## src/rtl/execute_muldiv_sequencer_pkg.sv

```systemverilog
// Shared op codes, FSM encodings and op-decode helpers for the execute-stage
// multiply/divide sequencer.
package execute_muldiv_sequencer_pkg;

    localparam int DEFAULT_DATA_WIDTH = 32;

    typedef enum logic [1:0] {
        OP_MUL  = 2'b00,
        OP_MULU = 2'b01,
        OP_DIV  = 2'b10,
        OP_DIVU = 2'b11
    } op_e;

    typedef enum logic [1:0] {
        ST_IDLE = 2'b00,
        ST_CALC = 2'b01,
        ST_DONE = 2'b10
    } state_e;

    function automatic logic op_is_div(input op_e op);
        return (op == OP_DIV) || (op == OP_DIVU);
    endfunction

    function automatic logic op_is_signed(input op_e op);
        return (op == OP_MUL) || (op == OP_DIV);
    endfunction

endpackage

```

## src/rtl/execute_muldiv_sequencer_step.sv

```systemverilog
// One combinational iteration of the shared datapath: a shift-add multiply
// step or a restoring-divide step on a {high, low} double-width accumulator.
module execute_muldiv_sequencer_step #(
    parameter int DATA_WIDTH = 32
) (
    input  logic [2*DATA_WIDTH-1:0] acc_in,
    input  logic [DATA_WIDTH-1:0]   operand_in,
    input  logic                    is_div_in,
    output logic [2*DATA_WIDTH-1:0] acc_out
);

    logic [DATA_WIDTH:0] mul_sum;
    logic [DATA_WIDTH:0] div_rem;
    logic [DATA_WIDTH:0] div_diff;

    always_comb begin
        // Multiply: low half holds the remaining multiplier bits, LSB first.
        mul_sum  = {1'b0, acc_in[2*DATA_WIDTH-1:DATA_WIDTH]}
                 + (acc_in[0] ? {1'b0, operand_in} : '0);
        // Divide: partial remainder after shifting in the next dividend bit.
        div_rem  = acc_in[2*DATA_WIDTH-1:DATA_WIDTH-1];
        div_diff = div_rem - {1'b0, operand_in};
        acc_out  = '0;
        if (is_div_in) begin
            if (!div_diff[DATA_WIDTH]) begin
                acc_out = {div_diff[DATA_WIDTH-1:0], acc_in[DATA_WIDTH-2:0], 1'b1};
            end else begin
                acc_out = {div_rem[DATA_WIDTH-1:0], acc_in[DATA_WIDTH-2:0], 1'b0};
            end
        end else begin
            acc_out = {mul_sum, acc_in[DATA_WIDTH-1:1]};
        end
    end

endmodule

```

## src/rtl/execute_muldiv_sequencer.sv

```systemverilog
// Multi-cycle MUL/MULU/DIV/DIVU sequencer beside the EX-stage ALU: stalls the
// front of the pipe while iterating, then strobes the result for one cycle.
module execute_muldiv_sequencer
    import execute_muldiv_sequencer_pkg::*;
#(
    parameter int DATA_WIDTH     = 32,
    parameter int REG_ADDR_WIDTH = 5,
    parameter int CNT_WIDTH      = 6
) (
    input  logic                      clk,
    input  logic                      rst,
    input  logic                      flush_in,
    input  logic                      start_in,
    input  logic [1:0]                op_in,
    input  logic [DATA_WIDTH-1:0]     operand_a_in,
    input  logic [DATA_WIDTH-1:0]     operand_b_in,
    input  logic [REG_ADDR_WIDTH-1:0] reg_wr_addr_in,
    output logic                      stall_out,
    output logic                      busy_out,
    output logic                      done_out,
    output logic [DATA_WIDTH-1:0]     result_out,
    output logic [REG_ADDR_WIDTH-1:0] reg_wr_addr_out,
    output logic                      div_by_zero_out
);

    state_e                    state_q, state_d;
    logic [CNT_WIDTH-1:0]      cnt_q, cnt_d;
    logic [2*DATA_WIDTH-1:0]   acc_q, acc_d;
    logic [DATA_WIDTH-1:0]     operand_q, operand_d;
    logic                      is_div_q, is_div_d;
    logic                      sign_fix_q, sign_fix_d;
    logic [REG_ADDR_WIDTH-1:0] dest_q, dest_d;
    logic [DATA_WIDTH-1:0]     result_q, result_d;
    logic [REG_ADDR_WIDTH-1:0] addr_out_q, addr_out_d;
    logic                      dbz_q, dbz_d;

    op_e                       op_dec;
    logic                      op_signed;
    logic                      op_div;
    logic [DATA_WIDTH-1:0]     a_mag;
    logic [DATA_WIDTH-1:0]     b_mag;
    logic [2*DATA_WIDTH-1:0]   step_acc;
    logic [DATA_WIDTH-1:0]     step_lo;

    execute_muldiv_sequencer_step #(
        .DATA_WIDTH (DATA_WIDTH)
    ) u_step (
        .acc_in     (acc_q),
        .operand_in (operand_q),
        .is_div_in  (is_div_q),
        .acc_out    (step_acc)
    );

    assign step_lo = step_acc[DATA_WIDTH-1:0];

    always_comb begin
        op_dec    = op_e'(op_in);
        op_signed = op_is_signed(op_dec);
        op_div    = op_is_div(op_dec);
        a_mag     = (op_signed && operand_a_in[DATA_WIDTH-1]) ? -operand_a_in : operand_a_in;
        b_mag     = (op_signed && operand_b_in[DATA_WIDTH-1]) ? -operand_b_in : operand_b_in;

        state_d    = state_q;
        cnt_d      = cnt_q;
        acc_d      = acc_q;
        operand_d  = operand_q;
        is_div_d   = is_div_q;
        sign_fix_d = sign_fix_q;
        dest_d     = dest_q;
        result_d   = result_q;
        addr_out_d = addr_out_q;
        dbz_d      = dbz_q;

        case (state_q)
            ST_IDLE: begin
                if (start_in && !flush_in) begin
                    cnt_d      = CNT_WIDTH'(DATA_WIDTH);
                    is_div_d   = op_div;
                    sign_fix_d = op_signed && (operand_a_in[DATA_WIDTH-1] ^ operand_b_in[DATA_WIDTH-1]);
                    dest_d     = reg_wr_addr_in;
                    // Dividend / multiplier sits in the low half; the other operand stays fixed.
                    acc_d      = {{DATA_WIDTH{1'b0}}, op_div ? a_mag : b_mag};
                    operand_d  = op_div ? b_mag : a_mag;
                    if (op_div && (operand_b_in == '0)) begin
                        state_d    = ST_DONE;
                        result_d   = '1;
                        dbz_d      = 1'b1;
                        addr_out_d = reg_wr_addr_in;
                    end else begin
                        state_d = ST_CALC;
                    end
                end
            end
            ST_CALC: begin
                if (flush_in) begin
                    state_d = ST_IDLE;
                end else begin
                    acc_d = step_acc;
                    cnt_d = cnt_q - 1'b1;
                    if (cnt_q == CNT_WIDTH'(1)) begin
                        state_d    = ST_DONE;
                        result_d   = sign_fix_q ? -step_lo : step_lo;
                        dbz_d      = 1'b0;
                        addr_out_d = dest_q;
                    end
                end
            end
            ST_DONE: begin
                state_d = ST_IDLE;
            end
            default: begin
                state_d = ST_IDLE;
            end
        endcase
    end

    always_ff @(posedge clk or posedge rst) begin
        if (rst) begin
            state_q    <= ST_IDLE;
            cnt_q      <= '0;
            acc_q      <= '0;
            operand_q  <= '0;
            is_div_q   <= 1'b0;
            sign_fix_q <= 1'b0;
            dest_q     <= '0;
            result_q   <= '0;
            addr_out_q <= '0;
            dbz_q      <= 1'b0;
        end else begin
            state_q    <= state_d;
            cnt_q      <= cnt_d;
            acc_q      <= acc_d;
            operand_q  <= operand_d;
            is_div_q   <= is_div_d;
            sign_fix_q <= sign_fix_d;
            dest_q     <= dest_d;
            result_q   <= result_d;
            addr_out_q <= addr_out_d;
            dbz_q      <= dbz_d;
        end
    end

    // Stall drops in DONE so the issuing instruction advances with its result.
    assign stall_out       = !flush_in && (((state_q == ST_IDLE) && start_in) || (state_q == ST_CALC));
    assign busy_out        = (state_q != ST_IDLE);
    assign done_out        = (state_q == ST_DONE) && !flush_in;
    assign result_out      = result_q;
    assign reg_wr_addr_out = addr_out_q;
    assign div_by_zero_out = dbz_q;

endmodule

```

## config.mk

```make
export PLATFORM = sky130hd
export DESIGN_NAME = execute_muldiv_sequencer
export DESIGN_NICKNAME = d
export VERILOG_FILES = /design/src/rtl/execute_muldiv_sequencer_pkg.sv /design/src/rtl/execute_muldiv_sequencer_step.sv /design/src/rtl/execute_muldiv_sequencer.sv
export SDC_FILE = /design/constraint.sdc
export NUM_CORES = 1
export LEC_CHECK = 0
export CAP_MARGIN = 20
export CORE_UTILIZATION = 40
export CTS_BUF_LIST = sky130_fd_sc_hd__clkbuf_4 sky130_fd_sc_hd__clkbuf_8
export DETAILED_ROUTE_END_ITERATION = 7
export PLACE_DENSITY = 0.71
export SLEW_MARGIN = 20
export SYNTH_ARGS = -nofsm -noshare
export SYNTH_HDL_FRONTEND = slang
export SYNTH_SLANG_ARGS = --single-unit
```

## constraint.sdc

```tcl
create_clock -name clk -period 15.5 [get_ports clk]
set_input_delay 3.1 -clock clk [delete_from_list [all_inputs] [get_ports clk]]
set_output_delay 3.1 -clock clk [all_outputs]
set_load 0.01 [all_outputs]
```

==> results.toml <==
[pwr]
ir_worst_vdd_mv = 0.0696
pwr-share-clk_pct = 12.1
internal_power_uw = 1380
p_switching_uw = 1270
p_sw_share_pct = 47.8
power.leakage_uw = 0.00622
total_power_uw = 2650
power_density_mw_per_mm2 = 181
power_frac_seq_pct = 26.2
pwr-share-comb_pct = 61.7

[synthesis]
seq_area_frac_synth_pct = 29.0
yosysMostFrequentCell = "nor2_1"
yosys_warnings = 0
syn-cell-area_mm2 = 0.0129
postSynthCellCount = 1661
async_reset_ff_share_pct = 100
synthFlopType = "dfrtp_1"
synth-edff-count = 0
ys_seq_elements = 149
syn_nets = 1807
ys_types = 73
synthTopCellsByCount = "nor2_1 (200), a21oi_1 (190), nand2_1 (165), dfrtp_1 (149), o21ai_0 (133)"
synthTopCellsByArea = "dfrtp_1 (29%), a21oi_1 (7.4%), ha_1 (6.7%)"
synth_top_area_share_pct = 29.0
synth_largest_area_cell = "dfrtp_1"
synth_area_per_cell_um2 = 7.74

[critical_path]
crit_chain = "clkdlybuf4s50_1 -> nor3b_2 -> buf_4 -> nor2_2 -> inv_1 -> buf_4 -> clkdlybuf4s50_1"
worstSetupStartpointType = "input port"
critPathRequiredTime_ns = 12.40
crit_path_top_delay_cell = "clkdlybuf4s50_1"
cp.buffers_inverters = 5
arrival_ns = 5.31
cp-end-kind = "output pin"
crit_type = "in2out"
cpPeakStageDelay_ns = 0.63
worstPathMaxFanout = 49
critPathTopFamily = "buffers and inverters"

[placed_design]
hpwl_um = 29000
placed_area_mm2 = 0.0143
gp_congestion = 0.964
io_buffers = 115

[clock_tree]
cts-root-buf = "clkbuf_8"
clk_latency_ns = 0.47
cts.clk_slew.worst_paths_ns = 0.11
cts.htree.levels = 4
hold_buffers = 0
tritoncts = "yes"
post_cts_buffers = 0
cts_buffer_depth = 2
cts_resized = 0
cts_sinks = 149
cts_made_buffers = 17

[outcome]
status = "finished, final reports clean"

[detailed_routing]
dr.pass1.iters = 7
vias_per_cell = 5.80
vias = 12400
routed_wl_um = 38600
ant_nets = 0
drt_iter0_markers = 1050
route.detailed.drc = 0
avgRoutedWirePerCell_um = 18.1

[run]
maxCapViolCount = 0

[sta]
finalCritPeriodShare_pct = 54.3
hold_viol = 0
max-slew-margin-rel_pct = 30.9
max_freq_mhz = 119
drv_slew = 0
finalCriticalPeriod_ns = 8.41
grt_setup_unrepaired = "false"
setup_viol = 0
skew_ns = 0.0332
setup_tns_ns = 0
worst_pin_slew_ns = 1.04

[layout]
finalNetCount = 1863
post-route-cell-area_mm2 = 0.0147
synthToLayoutAreaGrowth_pct = 14.3
n_antenna_cell = 0
final_layout_size_suffix_gt1_share_pct = 5.14

[floorplanning]
coreArea_mm2 = 0.0316
start_util_pct = 40.7
die-area_mm2 = 0.0329
fp.dieH_um = 181
rows = 65
die_w_um = 181
num_io_pins = 116

[global_routing]
track_usage_pct = 23.5
grt_overflow = 0
grt_max_degree = 80
antenna_found_initial = 0
grt_pass1_wl_um = 61500
grt_pass1_vias = 11300

[worst_hold_path]
worstHoldPathType = "reg2reg"
==> final cells by class <==
type / instances / area [um^2]
flip-flops and latches: 149 / 3730
clock buffers: 17 / 234
multi-input cells: 1346 / 8490
clock inverters: 15 / 183
repair buffers: 133 / 1280
fillers: 3118 / 16900
well taps: 402 / 503
inverters: 70 / 268
==> sequential cells by signal, summed over array words and instances (netlist names) <==
name,count
acc_q,64
operand_q,32
result_out,32
cnt_q,6
dest_q,5
reg_wr_addr_out,5
state_q,2
div_by_zero_out,1
is_div_q,1
sign_fix_q,1
==> placed cells by master (no fill, tap or decap), drive strengths merged, types with 8 or more instances in the layout <==
cell | Yosys | final
a211oi | 15 | 15
a21o | 30 | 30
a21oi | 193 | 193
a22oi | 13 | 13
a31oi | 28 | 28
and2 | 40 | 40
buf | 18 | 19
clkbuf | 78 | 17
clkdlybuf4s50 | 0 | 114
dfrtp | 149 | 149
ha | 69 | 69
inv | 70 | 79
mux2 | 11 | 11
mux2i | 38 | 38
nand2 | 165 | 165
nand2b | 13 | 13
nand3 | 22 | 22
nand4 | 8 | 8
nor2 | 200 | 200
nor2b | 14 | 14
nor3 | 33 | 33
o211ai | 26 | 26
o21a | 9 | 9
o21ai | 135 | 135
o21bai | 8 | 8
o31ai | 16 | 16
o41ai | 11 | 11
or3 | 9 | 9
or4 | 9 | 9
xnor2 | 87 | 87
xor2 | 61 | 61
==> power by group through the flow <==
stage | clock network [uW] | registers [uW] | logic (uW)
2_1_floorplan | 0 | 674 | 1180
3_3_place_gp | 0 | 693 | 1580
3_5_place_dp | 0 | 697 | 1610
4_1_cts | 327 | 691 | 1620
5_1_grt | 345 | 714 | 1810
6_report | 322 | 695 | 1640
==> kinds of logic after synthesis <==
group                      Yosys count  synth area share, %
AOI/OAI and AO/OA                  531                 25.1
xor gates and xnor gates           148                 10.1
adders and majority gates           71                 7.03
buffers and inverters              166                 5.18
DFF                                149                 29.0
muxes                               49                 3.92
and+or+nand+nor                    547                 19.6
==> final timing paths <==
| check | depth (start not counted) | startpoint | slack (ns) | to |
|---|---|---|---|---|
| setup / recovery | 7 | flush_in | 7.09 | stall_out |
| setup reg to reg | 20 | acc_q[31] | 8.92 | result_out[24] |
| hold / removal | 2 | dest_q[3] | 0.48 | dest_q[3] |
| max in group asynchronous | 3 | rst | 10.91 | acc_q[39] |
| min in group asynchronous | 2 | rst | 3.12 | result_out[27] |
| hold reg to reg | 2 | dest_q[3] | 0.48 | dest_q[3] |
==> metrics by stage <==
stage | hold WS, ns | utilization, % | setup slack, ns | instances
after floorplan | 0.446 | - | 7.82 | 1661
after global placement | 0.457 | 45.2 | 7.12 | 2100
final | 0.484 | 46.5 | 7.09 | 2132
after detailed placement | 0.462 | 45.2 | 7.09 | 2100
after global routing | 0.521 | 46.5 | 6.96 | 2132
after CTS | 0.489 | 46.5 | 7.08 | 2132
==> metal layers <==
layer | vias up | global-route usage [%] | part of all wire, %
li1 | 5989 | - | -
met1 | 5906 | 32.5 | 46
met2 | 409 | 37.6 | 46
met3 | 53 | 3.57 | 6.0
met4 | 0 | 7.42 | 2.8
met5 | - | 0 | 0
==> worst min-delay path: stages (launching register included) <==
cell     delay (ns)
dfrtp_1        0.36
nand2_1        0.05
nand2_1        0.05
No activity file was read; power rests on OpenSTA's default activity.
